==> src/rtl/bnn_output_layer_seq.sv <==
// Sequential BNN output layer: XNOR/popcount scoring of NUM_CLASSES neurons, CHUNK bits per cycle,
// with running argmax and an external combinational weight ROM. Optional macro: SCORE_OUT_EN.
module bnn_output_layer_seq #(
  parameter int unsigned NUM_INPUTS  = 196,
  parameter int unsigned NUM_CLASSES = 10,
  parameter int unsigned CHUNK       = 28,
  localparam int unsigned NCHUNK     = (NUM_INPUTS + CHUNK - 1) / CHUNK,
  localparam int unsigned SCORE_W    = $clog2(NUM_INPUTS + 1),
  localparam int unsigned IDX_W      = $clog2(NUM_CLASSES),
  localparam int unsigned CHUNK_W    = (NCHUNK > 1) ? $clog2(NCHUNK) : 1
) (
  input  logic                  clock,
  input  logic                  reset,
  input  logic                  start,
  input  logic [NUM_INPUTS-1:0] data_in,
  output logic [IDX_W-1:0]      w_class,
  output logic [CHUNK_W-1:0]    w_chunk,
  input  logic [CHUNK-1:0]      weights_chunk,
  output logic                  busy,
  output logic [IDX_W-1:0]      answer,
  output logic                  layer_done
`ifdef SCORE_OUT_EN
  ,
  output logic [SCORE_W-1:0]    best_score,
  output logic [SCORE_W-1:0]    margin
`endif
);

  localparam int unsigned PAD_W = NCHUNK * CHUNK;

  typedef enum logic [1:0] {
    S_IDLE  = 2'd0,
    S_SCORE = 2'd1,
    S_DONE  = 2'd2
  } state_t;

  state_t state_q, state_nxt;

  logic [PAD_W-1:0]   data_q, data_nxt;
  logic [SCORE_W-1:0] acc_q, acc_nxt;
  logic [SCORE_W-1:0] best_q, best_nxt;
  logic [IDX_W-1:0]   best_idx_q, best_idx_nxt;
  logic [IDX_W-1:0]   w_class_nxt, answer_nxt;
  logic [CHUNK_W-1:0] w_chunk_nxt;
  logic               busy_nxt, layer_done_nxt;
`ifdef SCORE_OUT_EN
  logic [SCORE_W-1:0] second_q, second_nxt;
  logic [SCORE_W-1:0] best_score_nxt, margin_nxt;
`endif

  int unsigned        chunk_base;
  logic [CHUNK-1:0]   data_chunk;
  logic [CHUNK-1:0]   mask;
  logic [CHUNK-1:0]   match;
  logic [SCORE_W-1:0] pc;
  logic [SCORE_W-1:0] score;
  logic               last_chunk, last_class, beats;

  // Current chunk of the latched vector; bits past NUM_INPUTS never count.
  always_comb begin : chunk_score
    chunk_base = 32'(w_chunk) * CHUNK;
    data_chunk = CHUNK'(data_q >> chunk_base);
    for (int i = 0; i < int'(CHUNK); i++) begin
      mask[i] = (chunk_base + 32'(i)) < NUM_INPUTS;
    end
    match = ~(weights_chunk ^ data_chunk) & mask;
    pc = '0;
    for (int i = 0; i < int'(CHUNK); i++) begin
      pc = pc + SCORE_W'(match[i]);
    end
    score      = acc_q + pc;
    last_chunk = (w_chunk == CHUNK_W'(NCHUNK - 1));
    last_class = (w_class == IDX_W'(NUM_CLASSES - 1));
    // Class 0 seeds the argmax; later classes need a strictly higher score.
    beats      = (w_class == '0) || (score > best_q);
  end

  always_ff @(posedge clock or negedge reset) begin : state_reg
    if (!reset) begin
      state_q <= S_IDLE;
    end else begin
      state_q <= state_nxt;
    end
  end

  always_comb begin : next_state
    state_nxt = state_q;
    case (state_q)
      S_IDLE, S_DONE: if (start) state_nxt = S_SCORE;
      S_SCORE:        if (last_chunk && last_class) state_nxt = S_DONE;
      default:        state_nxt = S_IDLE;
    endcase
  end

  always_comb begin : datapath_next
    data_nxt       = data_q;
    acc_nxt        = acc_q;
    best_nxt       = best_q;
    best_idx_nxt   = best_idx_q;
    w_class_nxt    = w_class;
    w_chunk_nxt    = w_chunk;
    answer_nxt     = answer;
    busy_nxt       = busy;
    layer_done_nxt = layer_done;
`ifdef SCORE_OUT_EN
    second_nxt     = second_q;
    best_score_nxt = best_score;
    margin_nxt     = margin;
`endif
    case (state_q)
      S_IDLE, S_DONE: begin
        if (start) begin
          data_nxt       = PAD_W'(data_in);
          w_class_nxt    = '0;
          w_chunk_nxt    = '0;
          acc_nxt        = '0;
          layer_done_nxt = 1'b0;
          busy_nxt       = 1'b1;
        end
      end
      S_SCORE: begin
        acc_nxt     = score;
        w_chunk_nxt = CHUNK_W'(w_chunk + 1'b1);
        if (last_chunk) begin
          acc_nxt     = '0;
          w_chunk_nxt = '0;
          w_class_nxt = IDX_W'(w_class + 1'b1);
          if (beats) begin
            best_nxt     = score;
            best_idx_nxt = w_class;
          end
`ifdef SCORE_OUT_EN
          if (w_class == '0)          second_nxt = '0;
          else if (score > best_q)    second_nxt = best_q;
          else if (score > second_q)  second_nxt = score;
`endif
          if (last_class) begin
            answer_nxt     = best_idx_nxt;
            layer_done_nxt = 1'b1;
            busy_nxt       = 1'b0;
            w_class_nxt    = '0;
`ifdef SCORE_OUT_EN
            best_score_nxt = best_nxt;
            margin_nxt     = best_nxt - second_nxt;
`endif
          end
        end
      end
      default: ;
    endcase
  end

  always_ff @(posedge clock or negedge reset) begin : datapath_reg
    if (!reset) begin
      data_q     <= '0;
      acc_q      <= '0;
      best_q     <= '0;
      best_idx_q <= '0;
      w_class    <= '0;
      w_chunk    <= '0;
      answer     <= '0;
      busy       <= 1'b0;
      layer_done <= 1'b0;
`ifdef SCORE_OUT_EN
      second_q   <= '0;
      best_score <= '0;
      margin     <= '0;
`endif
    end else begin
      data_q     <= data_nxt;
      acc_q      <= acc_nxt;
      best_q     <= best_nxt;
      best_idx_q <= best_idx_nxt;
      w_class    <= w_class_nxt;
      w_chunk    <= w_chunk_nxt;
      answer     <= answer_nxt;
      busy       <= busy_nxt;
      layer_done <= layer_done_nxt;
`ifdef SCORE_OUT_EN
      second_q   <= second_nxt;
      best_score <= best_score_nxt;
      margin     <= margin_nxt;
`endif
    end
  end

endmodule

==> config.mk <==
export PLATFORM = sky130hd
export DESIGN_NAME = bnn_output_layer_seq
export DESIGN_NICKNAME = d
export VERILOG_FILES = /design/src/rtl/bnn_output_layer_seq.sv
export SDC_FILE = /design/constraint.sdc
export NUM_CORES = 1
export LEC_CHECK = 0
export ABC_AREA = 1
export CORE_ASPECT_RATIO = 0.5
export CORE_MARGIN = 2
export CORE_UTILIZATION = 39
export DETAILED_ROUTE_END_ITERATION = 7
export PLACE_DENSITY = 0.66
export SLEW_MARGIN = 0
export SYNTH_ARGS = -nofsm -noshare
export SYNTH_HDL_FRONTEND = slang
export SYNTH_SLANG_ARGS = --single-unit
==> constraint.sdc <==
create_clock -name clock -period 7.64 [get_ports clock]
set_input_delay 1.91 -clock clock [delete_from_list [all_inputs] [get_ports clock]]
set_output_delay 1.91 -clock clock [all_outputs]
set_load 0.01 [all_outputs]
==> results of run 1 <==
logic make-up after synthesis:
| family | synth area share, % |
|---|---|
| simple gates | 30.9 |
| xor+xnor | 1.78 |
| compound gates | 8.29 |
| fa+ha+maj | 7.74 |
| buf+inv | 6.06 |
| flops | 45.3 |
through the flow:
stage               utilization [%]  hold WS, ns  setup WS, ns  TNS [ns]
floorplan                         -        0.437        -0.284     -3.16
global placement               50.1        0.448        -0.464     -6.38
detailed placement             50.1        0.453        -0.567     -8.11
CTS                            52.7        0.468        -0.472     -7.04
global route                   52.9        0.481        -0.829    -12.60
finish                         52.9        0.466        -0.495     -7.13
placed cells by master, fill, tap and decap left out, drive strengths merged, types with 35 or more instances in the layout:
cell type / n
ha: 39
clkdlybuf4s50: 238
dfrtp: 231
nand2: 831
o21ai: 130
buf: 71
nor2: 126
nand3: 52
inv: 93
clkbuf: 35
worst reg2reg max path, delay by kind of cell (launching register included):
family	cells	cell delay (ns)
AND/OR/NAND/NOR	13	1.04
flip-flops	1	0.48
XOR/XNOR	1	0.13
adder cells (fa/ha/maj)	13	5.43
AO/OA/AOI/OAI	3	0.30
buffers and inverters	10	0.67
state kept, by name, indices dropped and copies added, names as in the netlist:
signal	flops
answer	4
w_chunk	3
acc_q	8
best_idx_q	4
busy	1
w_class	4
data_q	196
layer_done	1
state_q	2
best_q	8
worst paths after layout:
kind	slack (ns)	from	to	cells past startpoint
max in group asynchronous	4.84	reset	data_q[7]	2
hold / removal	0.47	data_q[121]	data_q[121]	2
hold reg to reg	0.47	data_q[121]	data_q[121]	2
min in group asynchronous	1.33	reset	data_q[178]	1
setup reg to reg	-0.49	w_chunk[0]	best_idx_q[1]	40
setup / recovery	-0.49	w_chunk[0]	best_idx_q[1]	40
per-layer routing:
metal  vias up  global-route usage [%]  routed length [um]
li1       5826                       -                   -
met4         0                    4.60                 663
met1      5582                    32.5               18300
met3        39                    2.83                1560
met5         -                       0                   0
met2       226                    39.3               19300
what timing repair did:
action | 4_1_cts | 5_1_grt
hold buffers | 0 | 0
cloned | 0 | 1
hold endpoints to repair | 0 | 0
setup buffers | 1 | 0
pin swaps | 2 | 3
endpoints found under the setup margin | 16 | 16
resized for setup | 3 | 15
final cells by class:
type	count	share of cell area, %
Antenna cell	4	0.0592
Clock buffer	35	4.03
Clock inverter	8	0.851
Inverter	94	2.17
Multi-Input combinational cell	1297	37.8
Sequential cell	231	34.2
Tap cell	432	3.20
Timing Repair Buffer	309	17.7
==> impl_metrics.tcl, run 1 <==
set metrics [dict create \
    outcome "complete, but fails checks" \
    violations "setup timing" \
    path_max_fanout 6 \
    cpPeakStageDelay_ns 0.60 \
    synth_fp_nets 1994 \
    rsz0062_at_grt "yes" \
    dieHeight_um 132 \
    maxCapViolCount 0 \
    finalHoldViolCount 0 \
    synth-edff-count 0 \
    yosysTopAreaCell "dfrtp_1" \
    yosysSeqAreaShare_pct 45.3 \
    finalNonFillerCells 2410 \
    numCtsBuffers 24 \
    synth.cell_area_sq_um 12800 \
    grt_first_pass_wirelength_um 63600 \
    yosysUniqueCellTypes 39 \
    cp-end-kind "flop" \
    fill_cells 3103 \
    async_reset_ff_share_pct 100 \
    synthFlopType "dfrtp_1" \
    numClockSinks 231 \
    crit_required_ns 8.08 \
    root_buffer "clkbuf_16" \
    synthTopCellsByArea "dfrtp_1 45%, nand2_1 24%, o21ai_0 4.2%, fa_1 3.9%, ha_1 3.8%" \
    dp_cells 2361 \
    dr_total_vias 11673 \
    drt-initial-drc-count 858 \
    syn_inst 1703 \
    final_nets 2248 \
    cp.arrival_ns 8.58 \
    post-route-min-period_ns 8.13 \
    drc 0 \
    cts.reportedPaths.clkPinSlew_ns 0.06 \
    synth_seq_cells 231 \
    postRouteAntennaNets 0 \
    multiInputGateArea_sq_um 6390 \
    area_delta_synth_final_pct 32.4 \
    io_pins 240 \
    track_usage_pct 23.4 \
    dieArea_sq_um 34300 \
    grt_pass1_vias 11614 \
    routabilityCongestion 0.871 \
    regArea_sq_um 5790 \
    initial_utilization_pct 40.0 \
    wire_per_inst_um 16.5 \
    grt_max_degree 200 \
    drtPass1Iterations 5 \
    max_slew.worst_pin.slew_ns 1.08 \
    cp-start-kind "flop" \
    portBuffers 239 \
    grt-ovfl-total 0 \
    slew_headroom_pct 27.7 \
    cp.buffers_inverters 10 \
    setup_viol 16 \
    htree_num_levels 1 \
    synth_common_cells "828 x nand2_1, 231 x dfrtp_1, 122 x nor2_1" \
    critPathTopFamily "adder cells" \
    clk_latency_ns 0.56 \
    core_sq_um 31900 \
    finalInstanceArea_sq_um 16900 \
    die_x_um 260 \
    tritoncts "done" \
    wl_um 39800 \
    netlist.area_leader.share_pct 45.3 \
    avgSynthCellArea_sq_um 7.50 \
    fin_ws_ns -0.495 \
    vias_per_cell 4.84 \
    grt_antenna_before_repair 3 \
    synth_warnings 0 \
    hpwlAfterDp_um 28400 \
    rows 46 \
    critPathSlowestCell "fa_2" \
    synthMostInstantiatedCell "nand2_1" \
    fmax_mhz 123 \
    report.final.slew_viol_count 0 \
    dpl_cell_area_sq_um 16000 \
    finalClockSkew_ns 0.0169 \
    min_period_over_period_pct 106 \
    worstHoldPathType "reg -> reg" \
    drive_above_1_share_pct 8.31 \
    worstSetupPathType "reg -> reg" \
    cts_buffer_depth 3 \
]
Power of run 1 is not shown: default switching activity piles up to over one toggle a cycle in this logic, so the estimate is an artifact.
==> run 2, diff against run 1 <==
Settings changed: CORE_MARGIN 2 to 4.
==> run 2 against run 1 <==
The flow still finishes with violations (setup timing). Global-route usage decreased by 1.4 points. Worst hold slack better by 0.0016 ns. Flip-flop and latch count is the same. Fmax increased by 0.38%.
==> impl_metrics.tcl, run 2 (synthesis gave the netlist of run 1 again) <==
set metrics [dict create \
    outcome "complete, but fails checks" \
    violations "setup timing" \
    post-route-min-period_ns 8.10 \
    regArea_sq_um 5790 \
    cts_hold_buf 0 \
    finalHoldViolCount 0 \
    crit_required_ns 8.08 \
    htree_num_levels 1 \
    slew_headroom_pct 29.9 \
    io_pins 240 \
    fill_cells 3114 \
    rows 46 \
    critPathSlowestCell "fa_2" \
    use_met2_pct 38.0 \
    worstHoldPathType "reg -> reg" \
    grt.busiest_layer "met2" \
    dieArea_sq_um 35900 \
    hpwlAfterDp_um 28600 \
    core_sq_um 32000 \
    root_buffer "clkbuf_16" \
    rsz0062_at_grt "yes" \
    largest_reg_flops 196 \
    postRouteAntennaNets 0 \
    drtPass1Iterations 5 \
    cp-end-kind "flop" \
    grt-ovfl-total 0 \
    fin_ws_ns -0.464 \
    reg_top3 "data_q x196, acc_q x8, best_q x8" \
    report.final.slew_viol_count 0 \
    maxCapViolCount 0 \
    fmax_mhz 123 \
    clk_latency_ns 0.55 \
    numCtsBuffers 23 \
    cts_buffer_depth 3 \
    wire_per_inst_um 16.6 \
    setup_viol 16 \
    cts.reportedPaths.clkPinSlew_ns 0.07 \
    min_period_over_period_pct 106 \
    dr_total_vias 11840 \
    grt_pass1_vias 11465 \
    finalClockSkew_ns 0.0166 \
    grt_max_degree 200 \
    cpPeakStageDelay_ns 0.60 \
    numClockSinks 231 \
    final_cell_mix "813 x nand2_1, 238 x clkdlybuf4s50_1, 229 x dfrtp_1, 120 x nor2_1, 104 x o21ai_0" \
    worstSetupPathType "reg -> reg" \
    vias_per_cell 4.89 \
    use_met3_pct 2.93 \
    drive_above_1_share_pct 9.21 \
    top_register "data_q" \
    drt-initial-drc-count 820 \
    path_common_cell "fa_1" \
    met1_usage_pct 29.9 \
    tns_ns -6.91 \
    finalInstanceArea_sq_um 17100 \
    final_util_pct 53.3 \
    track_usage_pct 22.0 \
    initial_utilization_pct 39.9 \
    dpl_cell_area_sq_um 16000 \
    drc 0 \
    tritoncts "done" \
    grt_first_pass_wirelength_um 62800 \
    area_delta_synth_final_pct 33.6 \
    final_common_cell "nand2_1" \
    max_slew.worst_pin.slew_ns 1.05 \
    portBuffers 239 \
    wl_um 40300 \
    cp-start-kind "flop" \
    dieHeight_um 136 \
    path_max_fanout 6 \
    final_nets 2260 \
    multiInputGateArea_sq_um 6390 \
    place_ws_ns -0.593 \
    routabilityCongestion 0.861 \
    cp.arrival_ns 8.54 \
    grt_antenna_before_repair 4 \
    die_x_um 264 \
]
[run 2: critical path: cells and delay by family (launching register included)]
kind / cells / cell delay [ns]
xor+xnor: 1 / 0.15
fa+ha+maj: 13 / 5.46
compound gates: 2 / 0.25
flops: 1 / 0.48
simple gates: 12 / 1.06
buf+inv: 9 / 0.58
[run 2: final timing paths]
kind	from	to	slack [ns]	cells past startpoint
max	w_chunk[0]	best_idx_q[0]	-0.46	37
min	data_q[80]	data_q[80]	0.47	2
max reg2reg	w_chunk[0]	best_idx_q[0]	-0.46	37
min reg2reg	data_q[80]	data_q[80]	0.47	2
max in group asynchronous	reset	w_chunk[0]	4.71	2
min in group asynchronous	reset	data_q[149]	1.42	1
[run 2: area by class of cell]
class	count	share of cell area, %
Tap cell	432	3.17
Multi-Input combinational cell	1296	37.4
Timing Repair Buffer	323	18.2
Inverter	94	2.14
Clock inverter	12	1.25
Sequential cell	231	33.9
Antenna cell	5	0.0733
Clock buffer	30	3.82
[run 2: through the flow]
stage,cells,hold WS [ns]
after floorplan,1703,0.437
after global routing,2422,0.485
after global placement,2367,0.448
after CTS,2415,0.469
final,2423,0.467
after detailed placement,2367,0.453
[run 2: what timing repair did]
action                     4_1_cts  5_1_grt
setup endpoints to repair       16       17
resized for setup               10       11
buffers inserted                 5        4
gates cloned                     1        0
pin swaps                        1        3
[run 2: metal layers]
layer	vias up	routed length, um	share of wire, %
met4	0	794	2.0
met5	-	0	0
met3	46	1550	3.9
met2	230	19800	49
met1	5706	18100	45
li1	5858	-	-
Power of run 2 is left out for the same reason.
